===== config.mk =====
export PLATFORM = sky130hd
export DESIGN_NAME = alarm_chime
export DESIGN_NICKNAME = d
export VERILOG_FILES = /design/src/rtl/alarm_chime.sv
export SDC_FILE = /design/constraint.sdc
export NUM_CORES = 1
export LEC_CHECK = 0
export ABC_AREA = 0
export BUFFER_PORTS_ARGS = -buffer_cell sky130_fd_sc_hd__buf_2
export CAP_MARGIN = 0
export CORE_MARGIN = 2
export CORE_UTILIZATION = 65
export CTS_CLUSTER_DIAMETER = 40
export CTS_CLUSTER_SIZE = 20
export DETAILED_ROUTE_END_ITERATION = 6
export PLACE_DENSITY = 0.92
export SETUP_SLACK_MARGIN = 0.5
export SKIP_LAST_GASP = 1
export SLEW_MARGIN = 20
export SYNTH_ARGS = -nofsm -noshare
export SYNTH_HDL_FRONTEND = slang
export SYNTH_SLANG_ARGS = --single-unit

===== constraint.sdc =====
create_clock -name CP -period 7.5 [get_ports CP]
set_input_delay 1.5 -clock CP [delete_from_list [all_inputs] [get_ports CP]]
set_output_delay 1.5 -clock CP [all_outputs]
set_load 0.01 [all_outputs]

===== src/rtl/alarm_chime.sv =====
// alarm_chime: hourly chime and alarm/snooze buzzer controller fed by the BCD clock counter
module alarm_chime #(
  parameter int CP_HZ      = 4096,
  parameter int LO_HALF    = 4,
  parameter int HI_HALF    = 2,
  parameter int RING_SEC   = 60,
  parameter int SNOOZE_MIN = 5
)(
  input  logic       CP,
  input  logic       nCR,
  input  logic [7:0] Hour,
  input  logic [7:0] Minute,
  input  logic [7:0] Second,
  input  logic       AlarmEn,
  input  logic       SetAlmMin,
  input  logic       SetAlmHr,
  input  logic       Snooze,
  input  logic       Stop,
  output logic [7:0] AlmHour,
  output logic [7:0] AlmMinute,
  output logic       Buzzer,
  output logic       Ringing
);
  localparam int HALF_SEC = CP_HZ / 2;
  localparam int CW = $clog2(CP_HZ);
  localparam int HW = $clog2(LO_HALF > HI_HALF ? LO_HALF : HI_HALF) + 1;
  localparam int RW = $clog2(RING_SEC + 1);

  typedef enum logic [1:0] {IDLE, RING, SNOOZE} state_t;

  state_t        state;
  logic [7:0]    sec_prev;
  logic [6:0]    snz_h, snz_m;
  logic [RW-1:0] ring_cnt;
  logic [CW-1:0] cnt;
  logic [HW-1:0] hc;
  logic          burst, hi_sel;

  logic          new_sec, chime_lo, chime_hi, ring_start, ring_abort, carry, hc_wrap;
  logic [6:0]    cur_h, cur_m, m_sum, snz_h_n, snz_m_n;
  logic [7:0]    alm_min_inc, alm_hr_inc;
  logic [CW-1:0] cnt_wrap;
  logic [HW-1:0] half;

  function automatic logic [6:0] bcd_bin(input logic [7:0] b);
    return 7'(b[7:4]) * 7'd10 + 7'(b[3:0]);
  endfunction

  // snooze target is kept in binary so the minute carry and midnight wrap stay simple
  always_comb begin
    new_sec     = Second != sec_prev;
    cur_h       = bcd_bin(Hour);
    cur_m       = bcd_bin(Minute);
    m_sum       = cur_m + 7'(SNOOZE_MIN);
    carry       = m_sum >= 7'd60;
    snz_m_n     = carry ? m_sum - 7'd60 : m_sum;
    snz_h_n     = !carry ? cur_h : cur_h == 7'd23 ? 7'd0 : cur_h + 7'd1;
    chime_lo    = new_sec && Minute == 8'h59 && Second inside {8'h51, 8'h53, 8'h55, 8'h57};
    chime_hi    = new_sec && Minute == 8'h59 && Second == 8'h59;
    ring_start  = AlarmEn && new_sec && Second == 8'h00 &&
                  (state == IDLE ? Hour == AlmHour && Minute == AlmMinute
                                 : state == SNOOZE && !Stop && cur_h == snz_h && cur_m == snz_m);
    ring_abort  = Stop || !AlarmEn;
    alm_min_inc = AlmMinute == 8'h59 ? 8'h00 :
                  AlmMinute[3:0] == 4'h9 ? {AlmMinute[7:4] + 4'h1, 4'h0} : AlmMinute + 8'h01;
    alm_hr_inc  = AlmHour == 8'h23 ? 8'h00 :
                  AlmHour[3:0] == 4'h9 ? {AlmHour[7:4] + 4'h1, 4'h0} : AlmHour + 8'h01;
    cnt_wrap    = cnt == CW'(CP_HZ - 1) ? '0 : cnt + 1'b1;
    half        = hi_sel ? HW'(HI_HALF) : HW'(LO_HALF);
    hc_wrap     = hc == half - 1'b1;
  end

  // cnt is the half-second phase counter while ringing and the burst length counter otherwise
  always_ff @(posedge CP or negedge nCR) begin
    if (!nCR) begin
      state     <= IDLE;
      sec_prev  <= 8'h00;
      AlmHour   <= 8'h07;
      AlmMinute <= 8'h00;
      snz_h     <= '0;
      snz_m     <= '0;
      ring_cnt  <= '0;
      cnt       <= '0;
      hc        <= '0;
      burst     <= 1'b0;
      hi_sel    <= 1'b0;
      Buzzer    <= 1'b0;
      Ringing   <= 1'b0;
    end else begin
      sec_prev <= Second;
      if (SetAlmMin) AlmMinute <= alm_min_inc;
      if (SetAlmHr) AlmHour <= alm_hr_inc;
      if (ring_start) begin
        state    <= RING;
        Ringing  <= 1'b1;
        Buzzer   <= 1'b1;
        ring_cnt <= '0;
        cnt      <= '0;
        hc       <= '0;
        hi_sel   <= 1'b1;
        burst    <= 1'b0;
      end else if (state == RING) begin
        if (ring_abort || Snooze || (new_sec && ring_cnt == RW'(RING_SEC - 1))) begin
          state   <= !ring_abort && Snooze ? SNOOZE : IDLE;
          snz_h   <= snz_h_n;
          snz_m   <= snz_m_n;
          Ringing <= 1'b0;
          Buzzer  <= 1'b0;
        end else begin
          if (new_sec) ring_cnt <= ring_cnt + 1'b1;
          cnt    <= cnt_wrap;
          hc     <= cnt_wrap == '0 || hc_wrap ? '0 : hc + 1'b1;
          Buzzer <= cnt_wrap == '0 || (cnt_wrap < CW'(HALF_SEC) && (hc_wrap ? !Buzzer : Buzzer));
        end
      end else begin
        if (state == SNOOZE && ring_abort) state <= IDLE;
        if (chime_lo || chime_hi) begin
          burst  <= 1'b1;
          cnt    <= '0;
          hc     <= '0;
          hi_sel <= chime_hi;
          Buzzer <= 1'b1;
        end else if (burst) begin
          burst  <= cnt != CW'(HALF_SEC - 1);
          cnt    <= cnt + 1'b1;
          hc     <= hc_wrap ? '0 : hc + 1'b1;
          Buzzer <= cnt != CW'(HALF_SEC - 1) && (hc_wrap ? !Buzzer : Buzzer);
        end
      end
    end
  end
endmodule

Yosys cells after proc, flatten, opt, wreduce, memory -nomap -nowiden. Cells that the tools add are included.

Latch bits: 0. Memory bits (writable): 0. Output and inout port bits: 18. Register bits: 65. Word-level logic and storage cells: 145. Bits of input ports: 31. Memory bits (read-only): 0. Memories: 0.

Reduce and logical (&&, ||, !) cells: 41. Add/sub/neg operators: 13. Bitwise gates (word level): 1. Divide/modulo/power cells: 0. Magnitude comparators: 2. Multipliers: 2. Shifts and indexed selects: 0. Eq/ne operators: 26. Multiplexer cells: 47.

Operator list (count): $mux W12 (6); $eq A8 B7 Y1 const B (7); $mux W8 (4); $mux W3 (8); $mux W6 (4); $mux W7 (3); $mux W1 (17); $add A8 B1 Y8 const B (2); $eq A8 B8 Y1 (2); $logic_and A1 B1 Y1 (15); $add A7 B4 Y7 (2); $eq A7 B7 Y1 (2); $add A12 B1 Y12 const B (1); $eq A12 B12 Y1 const B (1); $logic_not A12 Y1 (1); $lt A12 B12 Y1 const B (1); $mul A4 B3 Y6 const B (2); $ne A12 B11 Y1 const B (1); $mux W2 (5); $add A4 B1 Y4 const B (2); $eq A4 B4 Y1 const B (2); $eq A8 B6 Y1 const B (1); $logic_not A8 Y1 (1); $ne A8 B8 Y1 (1); 24 further kinds (41).

Longest topological paths before layout.
Depth in word-level cells: 9. Gate-level depth with buffers: 13. Depth with buffers taken out: 12.

Worst setup path after synthesis. Ideal clock, no wire load.

Path kind: input -> register. From: input Minute[4]. To: register snz_h[3]. Setup time: 0.082 ns. Arrival: 4.078 ns. Setup slack: 3.340 ns. Data required time: 7.418 ns. Buffers on the path: 0. Stages on the path: 10. Cells stage by stage: ha_1 ha_1 a21oi_1 a21boi_0 or4_1 xnor2_2 a21oi_4 nor2_4 or4_1 a31oi_1.

Cells in the longest elaborated chain, start to end: 8. Elaborated cells on any way between the ends: 13. Classes of those cells: add/sub (2); mul (1); order compare (1); eq/ne (2); mux (2); bitwise (1); reduce/logical (4).

RTL lines: from (decl) (RTL line 12) `input logic [7:0] Minute,`; branches (longest 8 deep; another with $add A7 B4 Y7); to (signal assigned) (RTL line 105) `snz_h <= snz_h_n;`; to (decl) (RTL line 33) `logic [6:0] snz_h, snz_m;`.

Several ways; the timed one is not identified. A chain may end at the register's enable or synchronous reset.

Final worst setup path.
From: input Minute[5]. To: register hc[0].

Cells in the longest elaborated chain, start to end: 8. Elaborated cells on any way between the ends: 19. Classes of those cells: add/sub (1); mul (1); eq/ne (4); mux (4); reduce/logical (9).

RTL lines: $mul A4 B3 Y6 (RTL line 46) `return 7'(b[7:4]) * 7'd10 + 7'(b[3:0]);`; $add A7 B4 Y7 (RTL line 46); $eq A7 B7 Y1 (RTL line 62) `: state == SNOOZE && !Stop && cur_h == snz_h && cur_m == snz_m);`; $logic_and A1 B1 Y1 (RTL line 62); $mux W1 (RTL line 61) `(state == IDLE ? Hour == AlmHour && Minute == AlmMinute`; $logic_and A1 B1 Y1 (RTL line 60) `ring_start = AlarmEn && new_sec && Second == 8'h00 &&`; $ne A3 B3 Y1 (no source line) / $reduce_bool A4 Y1 (equally long branches); $reduce_and A2 Y1 (no source line); to (signal assigned) (RTL line 112) `hc <= cnt_wrap == '0 || hc_wrap ? '0 : hc + 1'b1;`; to (signal assigned) (RTL line 126) `hc <= hc_wrap ? '0 : hc + 1'b1;`; to (decl) (RTL line 36) `logic [HW-1:0] hc;`.

Several ways; a longest one is shown, not always the timed one.

==> qor.csv <==
stage;metric;value;unit
status;outcome;complete, no violations;
placement;dp_hpwl;9680;um
global_route;grt_max_degree;66;
cts;cts_root_buf;clkbuf_8;
routing;num_vias;4685;
routing;first_pass_iters;6;
logic_synthesis;syn_nets;630;
critical_path;regToRegSetupSlack;4.32;ns
cts;cts.repair.resized;0;
critical_path;max_stage_delay;0.51;ns
hold_path;hold_path_end;snz_h[6];
critical_path;cp_cell_sequence;buf_2 -> ha_1 -> ha_1 -> inv_1 -> fa_1 -> xor2_1 -> xor2_1 -> o21ai_0 -> nand3_2 -> nand2_2 -> nand2_2 -> o31ai_2;
routing;drc;0;
floorplanning;core-area;7730;um2
critical_path;timing.rr.start;cnt[0];
global_route;grt_first_pass_wirelength;21600;um
cts;htree_levels;3;
sta;slew_violations;0;
pwr;ir_drop;193;uV
finish;area.growth.synth_to_final;8.76;%
sta;timing.final.hold_violations;0;
floorplanning;rows;32;
global_route;grt_usage;0.312;
floorplanning;initial_utilization;0.671;
critical_path;required;7.76;ns
logic_synthesis;synth.distinct_cells;91;
pwr;p_leak;2.49;nW
critical_path;path_class;input pin to register;
logic_synthesis;synth.top_cell.area_share;0.299;
finish;nets;672;
finish;insertedDiodeCount;0;
critical_path;critPathLaunchType;input pin;
sta;finalCritPeriodShare;0.576;
routing;ant_nets;0;
logic_synthesis;yosysWarningCount;0;
logic_synthesis;synth_cells;567;
critical_path;crit_path_max_fanout;12;
cts;hold_buffers;0;
floorplanning;io_pins;49;
sta;rsz0062_at_grt;false;
placement;gp_congestion;0.874;
sta;slew_headroom;0.440;
critical_path;r2r_cells;9;
floorplanning;die-height;93.3;um
critical_path;cp.arrival;4.58;ns
cts;post_cts_buffers;0;
placement;port_buffers;48;
cts;path_clk_slew;0.08;ns
cts;cts_num_sinks;65;
global_route;antenna_found_initial;0;
sta;skew;0.0101;ns
routing;drt_wl_total;12900;um
routing;drtIter0Drc;241;
critical_path;reg2reg_to;hc[2];
routing;vias_per_cell;6.54;
finish;layout-drive-gt1-share;0.179;
floorplanning;dieArea;8710;um2
sta;fmaxAchievable;0.231;GHz
hold_path;holdCritStartpoint;snz_h[6];
logic_synthesis;synth.largest_area_cell;dfrtp_1;
logic_synthesis;syn_avg_cell_area;9.15;um2
sta;layout_min_cycle_time;4.32;ns
placement;post-place-ws;2.92;ns
logic_synthesis;ys_seq_area_frac;0.314;
pwr;cellPowerDensity;224;nW/um2
routing;wl_per_cell;18.0;um
logic_synthesis;synthArstFlopShare;1.00;
critical_path;crit_buf_inv;2;
critical_path;crit_path_end_kind;register;
global_route;grt_pass1_vias;4682;
hold_path;whs_path_depth;2;
cts;clk_latency;0.35;ns
sta;setup_viol;0;
sta;fin_ws;3.18;ns
floorplanning;die_w;93.3;um
run;cap_viol_max_count;0;
logic_synthesis;ys.flop_type;dfrtp_1;
critical_path;slowest_stage;o21ai_0;
critical_path;crit_family;adder cells;
logic_synthesis;ys_top_cells_by_area;dfrtp_1 (30%), ha_1 (6.8%), xor2_1 (6.1%);
global_route;grt_overflow;0;
hold_path;hold_path_class;register to register;
logic_synthesis;mappedNetlistArea;5190;um2
logic_synthesis;synth_edf_count;0;
sta;tns;0;ns
cts;cts_tree;done;
cts;cts_buffer_depth;2;
logic_synthesis;ys_ff_latch;65;
sta;tightest_slew;0.840;ns
cts;cts_buffers;9;
-- worst max path at each step --
| stage | startpoint | to | cells past startpoint |
|---|---|---|---|
| 5_1_grt | Minute[5] | hc[2] | 12 |
| 3_5_place_dp | Minute[5] | hc[0] | 12 |
| 4_1_cts | Minute[5] | hc[0] | 12 |
| 3_3_place_gp | Minute[4] | snz_h[3] | 11 |
| 2_1_floorplan | Minute[4] | snz_h[3] | 10 |
| 6_report | Minute[5] | hc[0] | 12 |
-- state kept, by name, indices dropped and copies added, names as in the netlist, 2 cells and up --
register,count
AlmHour,8
AlmMinute,8
cnt,12
hc,3
ring_cnt,6
sec_prev,8
snz_h,7
snz_m,7
state,2
-- where the power goes --
part | total, mW | switching, mW | internal [mW]
clock network | 0.274 | 0.153 | 0.121
logic | 0.498 | 0.275 | 0.223
registers | 0.493 | 0.0909 | 0.402
total | 1.27 | 0.519 | 0.747
-- worst register-to-register path: stages, from the launching register on --
cell and delay, ns:
dfrtp_1 0.53, ha_1 0.40, nand3_1 0.20, nor3_1 0.59
nand3_1 0.31, xor2_1 0.21, o2111ai_1 0.25, a22oi_2 0.28
o21ai_0 0.12, a21o_1 0.19
-- kinds of logic (layout without fill, tap and decap cells) --
| family | count (synthesis) | after routing | share of synthesized area |
|---|---|---|---|
| compound gates | 143 | 143 | 0.187 |
| xor+xnor | 63 | 63 | 0.126 |
| fa+ha+maj | 32 | 32 | 0.0830 |
| buf+inv | 39 | 86 | 0.0338 |
| flops | 65 | 65 | 0.314 |
| mux | 8 | 8 | 0.0159 |
| simple gates | 217 | 217 | 0.239 |
-- cell type report --
cell class	count	area, um2
multi-input combinational	463	3380
fill	583	2090
sequential	65	1630
timing repair buffer	50	255
clock buffer	10	128
tap	102	128
inverter	20	75.1
clock inverter	6	43.8
-- through the flow --
stage / util / std cells / power [mW] / hold WS, ns / instance area (um2)
2_1_floorplan: - / 567 / 0.850 / 0.465 / 5190
3_3_place_gp: 0.708 / 700 / 0.963 / 0.477 / 5470
3_5_place_dp: 0.708 / 700 / 0.992 / 0.501 / 5470
4_1_cts: 0.730 / 716 / 1.26 / 0.521 / 5640
5_1_grt: 0.730 / 716 / 1.35 / 0.532 / 5640
6_report: 0.730 / 716 / 1.27 / 0.519 / 5640
-- synthesized netlist by cell type (3+ instances only) --
cell	instances
nand3b_1	6
dfstp_2	3
clkbuf_1	9
nor3b_1	3
o21ai_0	31
fa_1	4
and2_1	4
nor2b_1	4
or2_2	3
o21ai_1	5
inv_1	20
xor2_1	36
nand2b_1	9
a21o_1	7
o2111ai_1	3
o31ai_1	4
or4_1	4
nand2_1	58
buf_6	3
buf_2	5
nor2_1	26
nor4_1	9
nand4_1	8
a21oi_1	29
ha_1	28
a41oi_1	4
mux2i_1	6
and3_1	11
nor4b_1	5
xnor2_1	19
dfrtp_1	62
nor3_1	12
a211oi_1	6
a22oi_1	3
o22ai_1	3
a22o_1	3
a31oi_1	14
nand3_1	27
a311oi_1	3
-- metal layers --
layer	GRT usage	vias up	share of wire
li1	-	2169	-
met1	0.379	2255	0.40
met4	0.142	0	0.029
met2	0.547	225	0.50
met3	0.0459	36	0.071
met5	0	-	0
-- placed cells by master (no fill, tap or decap), drive strengths merged, types with 4 or more instances in the layout --
master and count:
fa 4, clkinv 4, o21ai 37, buf 50, a22oi 4, a21o 8, nor2b 6, nand2b 9
ha 28, xnor2 22, and2 5, or4 4, inv 21, xor2 37, nor2 28, nand3 29
nor3 13, nand4 8, mux2i 6, a21oi 32, nor4 12, clkbuf 10, nand2 60, dfrtp 62
and3 11, nand3b 6, o31ai 6, a31oi 14, nor4b 6, a41oi 4, a211oi 7
No activity file was read; power rests on OpenSTA's default activity.
